File: src/rtl/apb_ctrl_pkg.sv
// Shared definitions for the APB master arbiter: FSM state encoding,
// default bus widths and the requester command record.
package apb_ctrl_pkg;

    localparam int DEF_ADDR_W = 32;
    localparam int DEF_DATA_W = 32;

    typedef enum logic [1:0] {
        ST_IDLE   = 2'd0,
        ST_SETUP  = 2'd1,
        ST_ACCESS = 2'd2
    } apb_state_t;

    typedef struct packed {
        logic                  write;
        logic [DEF_ADDR_W-1:0] addr;
        logic [DEF_DATA_W-1:0] wdata;
    } apb_cmd_t;

endpackage

File: src/rtl/rr_arbiter.sv
// Combinational round-robin arbiter: searches upward from the slot after
// last_grant, wrapping, and reports the first requesting slot.
module rr_arbiter #(
    parameter int NUM_REQ = 4
) (
    input  logic [NUM_REQ-1:0]         req,
    input  logic [$clog2(NUM_REQ)-1:0] last_grant,
    input  logic                       enable,
    output logic [NUM_REQ-1:0]         grant,
    output logic [$clog2(NUM_REQ)-1:0] grant_idx,
    output logic                       grant_any
);

    localparam int IDX_W = $clog2(NUM_REQ);

    int               cand;
    logic [IDX_W-1:0] idx;

    always_comb begin
        grant     = '0;
        grant_idx = '0;
        grant_any = 1'b0;
        cand      = 0;
        idx       = '0;
        if (enable) begin
            for (int k = 1; k <= NUM_REQ; k++) begin
                cand = int'(last_grant) + k;
                if (cand >= NUM_REQ) begin
                    cand = cand - NUM_REQ;
                end
                idx = IDX_W'(cand);
                if (!grant_any && req[idx]) begin
                    grant_any  = 1'b1;
                    grant_idx  = idx;
                    grant[idx] = 1'b1;
                end
            end
        end
    end

endmodule

File: src/rtl/apb_master_arbiter.sv
// Shares one APB master port among NUM_REQ requesters: round-robin grant,
// SETUP/ACCESS sequencing, bounded pready wait and per-requester responses.
module apb_master_arbiter
    import apb_ctrl_pkg::*;
#(
    parameter int NUM_REQ = 4,
    parameter int ADDR_W  = DEF_ADDR_W,
    parameter int DATA_W  = DEF_DATA_W,
    parameter int TIMEOUT = 16
) (
    input  logic                      pclk,
    input  logic                      rst,
    input  logic [NUM_REQ-1:0]        req_valid,
    output logic [NUM_REQ-1:0]        req_ready,
    input  logic [NUM_REQ-1:0]        req_write,
    input  logic [NUM_REQ*ADDR_W-1:0] req_addr,
    input  logic [NUM_REQ*DATA_W-1:0] req_wdata,
    output logic [NUM_REQ-1:0]        rsp_valid,
    output logic [DATA_W-1:0]         rsp_rdata,
    output logic                      rsp_err,
    output logic                      psel,
    output logic                      penable,
    output logic                      pwrite,
    output logic [ADDR_W-1:0]         paddr,
    output logic [DATA_W-1:0]         pwdata,
    input  logic                      pready,
    input  logic [DATA_W-1:0]         prdata
);

    localparam int              IDX_W    = $clog2(NUM_REQ);
    localparam int              CNT_W    = $clog2(TIMEOUT + 1);
    localparam logic [CNT_W-1:0] CNT_LAST = CNT_W'(TIMEOUT - 1);

    apb_state_t          state;
    apb_state_t          state_next;
    logic [IDX_W-1:0]    last_grant;
    logic [IDX_W-1:0]    grant_idx;
    logic [NUM_REQ-1:0]  grant;
    logic                grant_any;
    logic                accept;
    logic                xfer_done;
    logic                xfer_abort;
    logic [CNT_W-1:0]    wait_cnt;
    logic [NUM_REQ-1:0]  owner_onehot;
    logic                sel_write;
    logic [ADDR_W-1:0]   sel_addr;
    logic [DATA_W-1:0]   sel_wdata;

    rr_arbiter #(
        .NUM_REQ (NUM_REQ)
    ) u_arb (
        .req        (req_valid),
        .last_grant (last_grant),
        .enable     (state == ST_IDLE),
        .grant      (grant),
        .grant_idx  (grant_idx),
        .grant_any  (grant_any)
    );

    assign req_ready    = grant;
    assign owner_onehot = {{(NUM_REQ-1){1'b0}}, 1'b1} << last_grant;

    always_comb begin
        sel_write = req_write[grant_idx];
        sel_addr  = req_addr[int'(grant_idx)*ADDR_W +: ADDR_W];
        sel_wdata = req_wdata[int'(grant_idx)*DATA_W +: DATA_W];
    end

    always_ff @(posedge pclk or posedge rst) begin
        if (rst) begin
            state <= ST_IDLE;
        end else begin
            state <= state_next;
        end
    end

    always_comb begin
        state_next = state;
        accept     = 1'b0;
        xfer_done  = 1'b0;
        xfer_abort = 1'b0;
        unique case (state)
            ST_IDLE: begin
                if (grant_any) begin
                    accept     = 1'b1;
                    state_next = ST_SETUP;
                end
            end
            ST_SETUP: begin
                state_next = ST_ACCESS;
            end
            ST_ACCESS: begin
                if (pready) begin
                    xfer_done  = 1'b1;
                    state_next = ST_IDLE;
                end else if (wait_cnt == CNT_LAST) begin
                    xfer_abort = 1'b1;
                    state_next = ST_IDLE;
                end
            end
            default: begin
                state_next = ST_IDLE;
            end
        endcase
    end

    // APB outputs are registered copies of the next state so they never glitch.
    always_ff @(posedge pclk or posedge rst) begin
        if (rst) begin
            psel       <= 1'b0;
            penable    <= 1'b0;
            pwrite     <= 1'b0;
            paddr      <= '0;
            pwdata     <= '0;
            last_grant <= IDX_W'(NUM_REQ - 1);
        end else begin
            psel    <= (state_next != ST_IDLE);
            penable <= (state_next == ST_ACCESS);
            if (accept) begin
                pwrite     <= sel_write;
                paddr      <= sel_addr;
                pwdata     <= sel_wdata;
                last_grant <= grant_idx;
            end
        end
    end

    always_ff @(posedge pclk or posedge rst) begin
        if (rst) begin
            wait_cnt <= '0;
        end else if (accept) begin
            wait_cnt <= '0;
        end else if ((state == ST_ACCESS) && !pready) begin
            wait_cnt <= wait_cnt + 1'b1;
        end
    end

    // Data and error hold between completions; only the valid bit pulses.
    always_ff @(posedge pclk or posedge rst) begin
        if (rst) begin
            rsp_valid <= '0;
            rsp_rdata <= '0;
            rsp_err   <= 1'b0;
        end else begin
            rsp_valid <= '0;
            if (xfer_done) begin
                rsp_valid <= owner_onehot;
                rsp_rdata <= pwrite ? '0 : prdata;
                rsp_err   <= 1'b0;
            end else if (xfer_abort) begin
                rsp_valid <= owner_onehot;
                rsp_rdata <= '0;
                rsp_err   <= 1'b1;
            end
        end
    end

endmodule

File: config.mk
export PLATFORM = sky130hd
export DESIGN_NAME = apb_master_arbiter
export DESIGN_NICKNAME = d
export VERILOG_FILES = /design/src/rtl/apb_ctrl_pkg.sv /design/src/rtl/rr_arbiter.sv /design/src/rtl/apb_master_arbiter.sv
export SDC_FILE = /design/constraint.sdc
export NUM_CORES = 1
export LEC_CHECK = 0
export ABC_AREA = 1
export ABC_CLOCK_PERIOD_IN_PS = 6100
export CAP_MARGIN = 20
export CORE_AREA = 2 2 160 162
export CTS_BUF_LIST = sky130_fd_sc_hd__clkbuf_8
export DETAILED_ROUTE_END_ITERATION = 16
export DIE_AREA = 0 0 162 164
export PLACE_DENSITY_LB_ADDON = 0.08
export SETUP_SLACK_MARGIN = 0.2
export SLEW_MARGIN = 15
export SYNTH_ARGS = -nofsm -noshare
export SYNTH_HDL_FRONTEND = slang
export SYNTH_HIERARCHICAL = 1
export SYNTH_SLANG_ARGS = --single-unit
File: constraint.sdc
create_clock -name pclk -period 6.1 [get_ports pclk]
set_input_delay 1.22 -clock pclk [delete_from_list [all_inputs] [get_ports pclk]]
set_output_delay 1.22 -clock pclk [all_outputs]
set_load 0.03 [all_outputs]
==> results of run 1 <==
## power by group through the flow
stage	registers [mW]	clock network, mW	logic, mW
floorplan	1.92	0	2.78
global placement	1.32	0	4.96
detailed placement	1.32	0	5.00
CTS	1.32	0.805	5.00
global route	1.37	0.835	5.50
finish	1.32	0.778	4.92
## through the flow
step / hold WS (ns) / area (um^2) / setup WS (ns) / instances
2_1_floorplan: 0.480 / 7520 / 1.90 / 1200
6_report: 0.473 / 12200 / 1.55 / 1913
3_3_place_gp: 0.452 / 11700 / 1.58 / 1876
5_1_grt: 0.505 / 12200 / 1.31 / 1911
3_5_place_dp: 0.458 / 11700 / 1.51 / 1876
4_1_cts: 0.479 / 12100 / 1.52 / 1908
## path summary, 6_finish.rpt
check | endpoint | slack, ns | cells past startpoint
worst max-delay path | req_ready[2] | 1.55 | 11
worst min-delay path | rsp_rdata[18] | 0.47 | 2
max in group asynchronous | paddr[13] | 3.53 | 3
worst min register to register | rsp_rdata[18] | 0.47 | 2
min in group asynchronous | paddr[5] | 1.27 | 2
worst max register to register | paddr[6] | 1.96 | 17
## per-layer routing
layer | vias to the layer above | share of wire, %
met5 | - | 0
met4 | 0 | 2.4
met3 | 32 | 6.7
met2 | 264 | 51
met1 | 3824 | 40
li1 | 4359 | -
## state kept, by name (all words and copies together), names as in the netlist, 2 cells and up
register,count
rsp_rdata,32
last_grant,2
paddr,32
rsp_valid,4
state,2
pwdata,32
wait_cnt,5
## worst reg2reg max path, delay by kind of cell, from the launching register on
family	cells	cell delay, ns
fa+ha+maj	1	0.45
buf+inv	4	1.56
flops	1	0.67
simple gates	12	1.34
## final cells by class
cell class	count	area, um^2
antenna	4	10.0
inverter	157	594
sequential	113	2830
fill	2666	12700
clock buffer	17	234
timing repair buffer	414	4140
clock inverter	15	189
multi-input combinational	863	3740
tap	330	413
## cells in the mapped netlist (2+ instances only)
cell      number
nand2_1      615
a21oi_1        8
o21ai_1        3
nand2_2       11
nor3_1         4
nand3_1      179
o21ai_0        5
inv_2          7
dfrtp_1      111
nand2_4        2
dfstp_2        2
a21boi_0       4
nor2_1         6
buf_2         35
inv_1        150
nor2_4         4
nor2_2         2
buf_6          3
nand4_1        4
clkbuf_1      11
buf_4         16
ha_1          10
## logic make-up after synthesis
family / count (synthesis) / share of synthesized area, %
adders and majority gates: 10 / 1.66
buffers and inverters: 224 / 12.9
AOI/OAI and AO/OA: 23 / 1.86
and+or+nand+nor: 829 / 45.8
DFF: 113 / 37.6
xor gates and xnor gates: 1 / 0.116
==> results.yml, run 1 <==
synth:
  postSynthRegisterBits: 113
  ys_seq_area_share_pct: 37.6
  yosysUniqueCellTypes: 30
  synth.area.top_cells: "dfrtp_1 (37%), nand2_1 (31%), nand3_1 (12%), inv_1 (7.5%), buf_2 (2.3%)"
  async_reset_ff_share_pct: 100
  synth_ff_type: "dfrtp_1"
  yosysWarnings: 6
  syn-num-nets: 1509
  syn_area_um2: 7520
  yosys.area.top_type: "dfrtp_1"
  syn-instance-count: 1200
  synth_edf_count: 0
  synth_top_area_share_pct: 36.9
  syn-mean-instance-area_um2: 6.27
worst_setup_path:
  max_stage_delay_ns: 0.67
  critPathLaunchType: "flop"
  crit_start: "last_grant[1]"
  r2r_start: "last_grant[1]"
  worst-path-buf-inv: 4
  critPathSlowestCell: "dfstp_2"
  crit_family: "buffers and inverters"
  crit_fanout: 12
  required_ns: 4.88
  crit_chain: "inv_1, ha_1, inv_1, nand3_2, nand2_4, nor2_4, nand4_1, nand3_1, nand2_1, inv_1, clkdlybuf4s50_1"
  crit_type: "reg2out"
  end_kind: "output port"
  cpMostUsedCell: "inv_1"
  critPathArrivalTime_ns: 3.33
sta:
  fmax_ghz: 0.220
  worstMarginPinSlew_ns: 1.02
  slew_viol_final: 0
  fin_crit_sh_pct: 74.6
  setup_viol: 0
  setup_tns_ns: 0
  finalHoldViolCount: 0
  period_needed_ns: 4.55
  max_slew_margin_pct: 32.3
  finClkSkew_ns: 0.0155
  rsz0062_at_grt: "no"
floorplan:
  die_area_um2: 26600
  num_io_pins: 407
  die_h_um: 164
  core_um2: 24800
  start_util_pct: 30.3
  die_x_um: 162
  num_rows: 58
power_and_ir_drop:
  netSwitchingFraction_pct: 54.8
  power_density_nw_per_um2: 577
  ir_worst_vdd_v: 0.000614
  p_switching_mw: 3.84
  p_total_mw: 7.01
  power.internal_mw: 3.17
  p_leak_nw: 6.31
  combPwrFrac_pct: 70.1
  clockPowerShare_pct: 11.1
  pwr-share-seq_pct: 18.8
cts:
  cts_resized: 0
  cts_tree: "yes"
  clockBufferDepth: 2
  post_cts_buffers: 0
  numCtsBuffers: 17
  clock_latency_ns: 0.45
  cts_sinks: 113
  clk_pin_slew_ns: 0.08
  htreeDepth: 4
  ctsRootBufferMaster: "clkbuf_8"
  hold_buffers: 0
final_layout:
  final_cell_mix: "nand2_1 (615), clkdlybuf4s50_1 (406), nand3_1 (179)"
  nets: 1875
  drive_above_1_share_pct: 4.69
  final_core_util_pct: 49.0
  layout_commonest_cell: "nand2_1"
  area_growth_syn_to_layout_pct: 61.6
route:
  antenna_left: 0
  wirelength_mm: 29.2
  drcViolationCount: 0
  via_per_inst: 4.43
  vias: 8479
  dr.pass1.iters: 5
  wl_per_cell_um: 15.3
  drtIter0Drc: 487
run:
  maxCapViolations: 0
grt:
  use_met3_pct: 6.31
  met1_usage_pct: 25.1
  grt_max_degree: 97
  grt-ovfl-total: 0
  grt_pass1_vias: 8260
  busiest_layer: "met2"
  grtUsageTotal_pct: 21.8
  met2_usage_pct: 38.7
  antenna_found_initial: 2
  grt_pass1_wl_mm: 44.8
placed_design:
  place_congestion: 0.822
  io_buffer_count: 406
  dp_hpwl_mm: 20.8
outcome:
  status: "finished clean"
worst_hold_path:
  hold_path_startpoint: "rsp_rdata[18]"
  holdCritPathClass: "reg2reg"
No activity file was read; power rests on OpenSTA's default activity.
==> run 2: changes to the inputs <==
Settings changed: ABC_CLOCK_PERIOD_IN_PS 6100 to 4000, CORE_AREA 2 2 160 162 to 2 2 159 161, DIE_AREA 0 0 162 164 to 0 0 161 163.
Clock period 6.1 ns to 4 ns, I/O delays scaled along.
==> run 2 against run 1 <==
Effect of this change: setup slack lost 1.1 ns; critical path depth unchanged; global-route usage is 0.22 points lower; final cell count increased by 0.37%; clock skew shrank 0.0025 ns; critical path type unchanged; final area increased by 0.24%; hold slack improved by 0.0015 ns; non-clock buffer count up 8; count of clock-buffer cells in the layout did not move; total power up 52%.
==> results.yml, run 2 (synthesis results as in run 1) <==
outcome:
  status: "finished clean"
floorplan:
  start_util_pct: 30.5
  die_area_um2: 26200
  die_x_um: 161
  num_rows: 58
  core_um2: 24700
  num_io_pins: 407
  die_h_um: 163
worst_setup_path:
  rr_endpoint: "paddr[22]"
  r2r_start: "last_grant[1]"
  crit_start: "last_grant[1]"
  crit_type: "reg2out"
  end_kind: "output port"
  r2r_slack_ns: 0.62
  critPathLaunchType: "flop"
  critPathArrivalTime_ns: 2.76
  crit_fanout: 12
  r2r_cells: 16
  required_ns: 3.20
cts:
  clockBufferDepth: 2
  clk_pin_slew_ns: 0.09
  ctsRootBufferMaster: "clkbuf_8"
  clock_latency_ns: 0.45
  numCtsBuffers: 17
  cts_tree: "yes"
  htreeDepth: 4
  cts_sinks: 113
worst_hold_path:
  hold_path_startpoint: "rsp_rdata[29]"
  holdPathStages: 2
  min_to: "rsp_rdata[29]"
  holdCritPathClass: "reg2reg"
sta:
  rsz0062_at_grt: "no"
  setup_tns_ns: 0
  finalHoldViolCount: 0
  setup_viol: 0
  max_slew_margin_pct: 32.9
  period_needed_ns: 3.56
  slew_viol_final: 0
  fmax_ghz: 0.281
  finClkSkew_ns: 0.0129
  worstMarginPinSlew_ns: 1.01
  fin_crit_sh_pct: 89.0
final_layout:
  drive_above_1_share_pct: 5.42
  layout_commonest_cell: "nand2_1"
  fin_area_um2: 12200
  final_cell_mix: "nand2_1 (615), clkdlybuf4s50_1 (402), nand3_1 (179)"
  final_core_util_pct: 49.4
  area_growth_syn_to_layout_pct: 61.9
  nets: 1883
  reg_top3: "paddr: 32 flops, pwdata: 32 flops, rsp_rdata: 32 flops"
  stdcell_count: 1920
route:
  dr.pass1.iters: 4
  met3_length_mm: 1.97
  via_per_inst: 4.41
  m1WireLength_mm: 11.5
  drcViolationCount: 0
  antenna_left: 0
  wl_per_cell_um: 14.9
  drtIter0Drc: 460
  wirelength_mm: 28.5
  vias: 8460
  wl_met2_mm: 14.2
  highest_layer: "met4"
power_and_ir_drop:
  ir_worst_vdd_v: 0.000787
  p_leak_nw: 6.35
  p_total_mw: 10.7
  power_density_nw_per_um2: 876
grt:
  grtUsageTotal_pct: 21.6
  grt_max_degree: 88
  grt-ovfl-total: 0
  antenna_found_initial: 3
  grt_pass1_vias: 8241
  grt_pass1_wl_mm: 44.2
placed_design:
  place_congestion: 0.826
  dpl_cell_area_um2: 11800
  dp_cells: 1882
  dp_hpwl_mm: 21.0
  io_buffer_count: 406
run:
  maxCapViolations: 0
run 2: cell types whose count changed in the layout (fill, tap and decap cells not counted):
cell,before,now
buf_12,1,3
buf_4,6,13
buf_8,1,0
bufinv_16,2,1
clkbuf_2,0,4
clkdlybuf4s50_1,406,402
clkinv_4,0,1
clkinv_8,1,0
diode_2,4,3
inv_8,4,5
run 2: worst max-delay path, stage by stage, from the launching register on:
cell and delay, ns:
dfstp_2 0.64, inv_1 0.18, ha_1 0.43, inv_1 0.09, nand3_2 0.14, nand2_4 0.08, nor2_4 0.23, nand4_1 0.13
nand3_1 0.10, nand2_1 0.05, inv_1 0.05, clkbuf_2 0.19
run 2: worst max-delay path by stage:
stage | end | cells past startpoint
after floorplan | paddr[0] | 1
final | req_ready[0] | 11
after CTS | req_ready[0] | 11
after global placement | req_ready[0] | 11
after global routing | req_ready[0] | 11
after detailed placement | req_ready[0] | 11
run 2: area by class of cell:
class                           count  area [um^2]
Clock buffer                       17          234
Timing Repair Buffer              422         4200
Tap cell                          330          413
Multi-Input combinational cell    863         3740
Fill cell                        2627        12500
Sequential cell                   113         2830
Clock inverter                     15          163
Antenna cell                        3         7.51
Inverter                          157          594
run 2: routing by layer:
layer	vias up	global-route usage [%]
li1	4380	-
met1	3757	24.7
met2	275	37.9
met3	48	6.11
met4	0	9.05
met5	-	0
run 2: stage by stage:
step                setup slack, ns  hold slack (ns)
floorplan                     0.216            0.480
global placement              0.408            0.453
detailed placement            0.377            0.458
CTS                           0.201            0.478
global route                  0.222            0.493
finish                        0.441            0.475
run 2: repair_timing:
item | CTS | global route
resized for setup | 4 | 8
gates cloned | 0 | 0
hold buffers | 0 | 0
setup buffers | 0 | 3
endpoints found under the setup margin | 4 | 4
run 2: power breakdown:
| group | internal [mW] | switching [mW] |
|---|---|---|
| registers | 1.69 | 0.289 |
| clock network | 0.524 | 0.600 |
| logic | 2.59 | 4.98 |
==> run 3: changes to the inputs <==
Settings changed: ABC_CLOCK_PERIOD_IN_PS 4000 to 4330, CORE_AREA 2 2 159 161 to 2 2 160 162, CTS_CLUSTER_DIAMETER from default to 40, DIE_AREA 0 0 161 163 to 0 0 162 164.
Clock period 4 ns to 4.33 ns, I/O delays scaled along.
==> run 3 against run 2 <==
Effect of this change: clock skew rose by 0.0053 ns; global-route usage is 0.25 points higher; non-clock buffer count fell by 5; hold slack hardly changed; critical path type unchanged; critical endpoint unchanged; largest cell class unchanged; highest routed layer unchanged.
==> results.yml, run 3 (synthesis results as in run 1) <==
outcome:
  status: "finished clean"
worst_setup_path:
  critPathLaunchType: "flop"
  crit_fanout: 14
  critPathSlowestCell: "dfstp_2"
  required_ns: 3.46
  crit_family: "simple AND/OR/NAND/NOR gates"
  worst-path-buf-inv: 4
  crit_chain: "inv_2, ha_1, inv_1, nand3_2, nand2_4, nor2_4, nand3_1, nand3_1, nand2_1, inv_1, dlygate4sd2_1"
  max_stage_delay_ns: 0.70
  critPathArrivalTime_ns: 3.03
  crit_type: "reg2out"
  end_kind: "output port"
sta:
  period_needed_ns: 3.90
  fin_crit_sh_pct: 90.0
  fmax_ghz: 0.257
  setup_tns_ns: 0
  setup_viol: 0
  worstMarginPinSlew_ns: 1.06
  slew_viol_final: 0
  rsz0062_at_grt: "no"
  finalHoldViolCount: 0
  finClkSkew_ns: 0.0182
  max_slew_margin_pct: 29.3
route:
  drtIter0Drc: 399
  wl_per_cell_um: 15.3
  vias: 8509
  antenna_left: 0
  via_per_inst: 4.44
  wirelength_mm: 29.4
  drcViolationCount: 0
  dr.pass1.iters: 4
power_and_ir_drop:
  power_density_nw_per_um2: 812
  ir_worst_vdd_v: 0.000564
  p_leak_nw: 6.33
  p_total_mw: 9.88
placed_design:
  io_buffer_count: 406
  dp_hpwl_mm: 21.3
  place_congestion: 0.811
cts:
  clk_pin_slew_ns: 0.08
  htreeDepth: 4
  cts_tree: "yes"
  clock_latency_ns: 0.45
  cts_sinks: 113
  ctsRootBufferMaster: "clkbuf_8"
  numCtsBuffers: 17
  clockBufferDepth: 2
grt:
  grt_pass1_vias: 8414
  grt_pass1_wl_mm: 45.3
  grt-ovfl-total: 0
  grtUsageTotal_pct: 21.8
  grt_max_degree: 91
  antenna_found_initial: 3
worst_hold_path:
  holdCritPathClass: "reg2reg"
final_layout:
  final_core_util_pct: 49.0
  reg_top3: "paddr: 32 flops, pwdata: 32 flops, rsp_rdata: 32 flops"
  nets: 1879
  drive_above_1_share_pct: 4.93
  layout_commonest_cell: "nand2_1"
  area_growth_syn_to_layout_pct: 61.7
  final_cell_mix: "nand2_1 (615), clkdlybuf4s50_1 (402), nand3_1 (179)"
floorplan:
  start_util_pct: 30.3
  core_um2: 24800
  die_h_um: 164
  num_rows: 58
  num_io_pins: 407
  die_x_um: 162
  die_area_um2: 26600
run:
  maxCapViolations: 0
## run 3: layer usage
metal,track usage [%],share of wire [%],vias up
li1,-,-,4370
met1,25.6,40,3838
met2,38.6,50,266
met3,5.91,7.1,35
met4,7.32,2.4,0
met5,0,0,-
## run 3: layout make-up
type	count	area, um^2
repair buffers	417	4170
multi-input cells	864	3750
inverters	157	597
flip-flops and latches	113	2830
well taps	330	413
clock buffers	17	234
diodes	4	10.0
fillers	2641	12700
clock inverters	15	163
## run 3: per-stage QoR
| stage | hold slack, ns | cells | setup WS (ns) | area (um^2) |
|---|---|---|---|---|
| after detailed placement | 0.457 | 1880 | 0.394 | 11800 |
| after global routing | 0.501 | 1916 | 0.206 | 12200 |
| after global placement | 0.453 | 1880 | 0.475 | 11800 |
| final | 0.475 | 1917 | 0.435 | 12200 |
| after floorplan | 0.480 | 1200 | 0.480 | 7520 |
| after CTS | 0.479 | 1912 | 0.387 | 12100 |
## run 3: path summary, 6_finish.rpt
check | start | endpoint | slack, ns | cells past startpoint
worst max-delay path | last_grant[0] | req_ready[0] | 0.43 | 11
max in group asynchronous | rst | last_grant[0] | 2.63 | 3
worst max register to register | last_grant[0] | pwdata[10] | 0.60 | 13
worst min-delay path | rsp_rdata[19] | rsp_rdata[19] | 0.47 | 2
min in group asynchronous | rst | paddr[8] | 0.84 | 2
worst min register to register | rsp_rdata[19] | rsp_rdata[19] | 0.47 | 2
## run 3: power by group
part | total, mW | switching, mW | internal [mW]
Combinational | 6.98 | 4.62 | 2.36
Sequential | 1.86 | 0.295 | 1.56
Clock | 1.04 | 0.555 | 0.484
## run 3: tightest hold or removal path, cell delays in order (launching register included)
cell and delay (ns):
dfrtp_1 0.35, nand2_1 0.05, nand2_1 0.04
## run 3: what timing repair did
action | 4_1_cts | 5_1_grt
gates cloned | 0 | 1
gates resized for setup | 4 | 2
hold buffers | 0 | 0
setup endpoints to repair | 4 | 31
pin swaps | 0 | 1
buffers inserted | 0 | 0
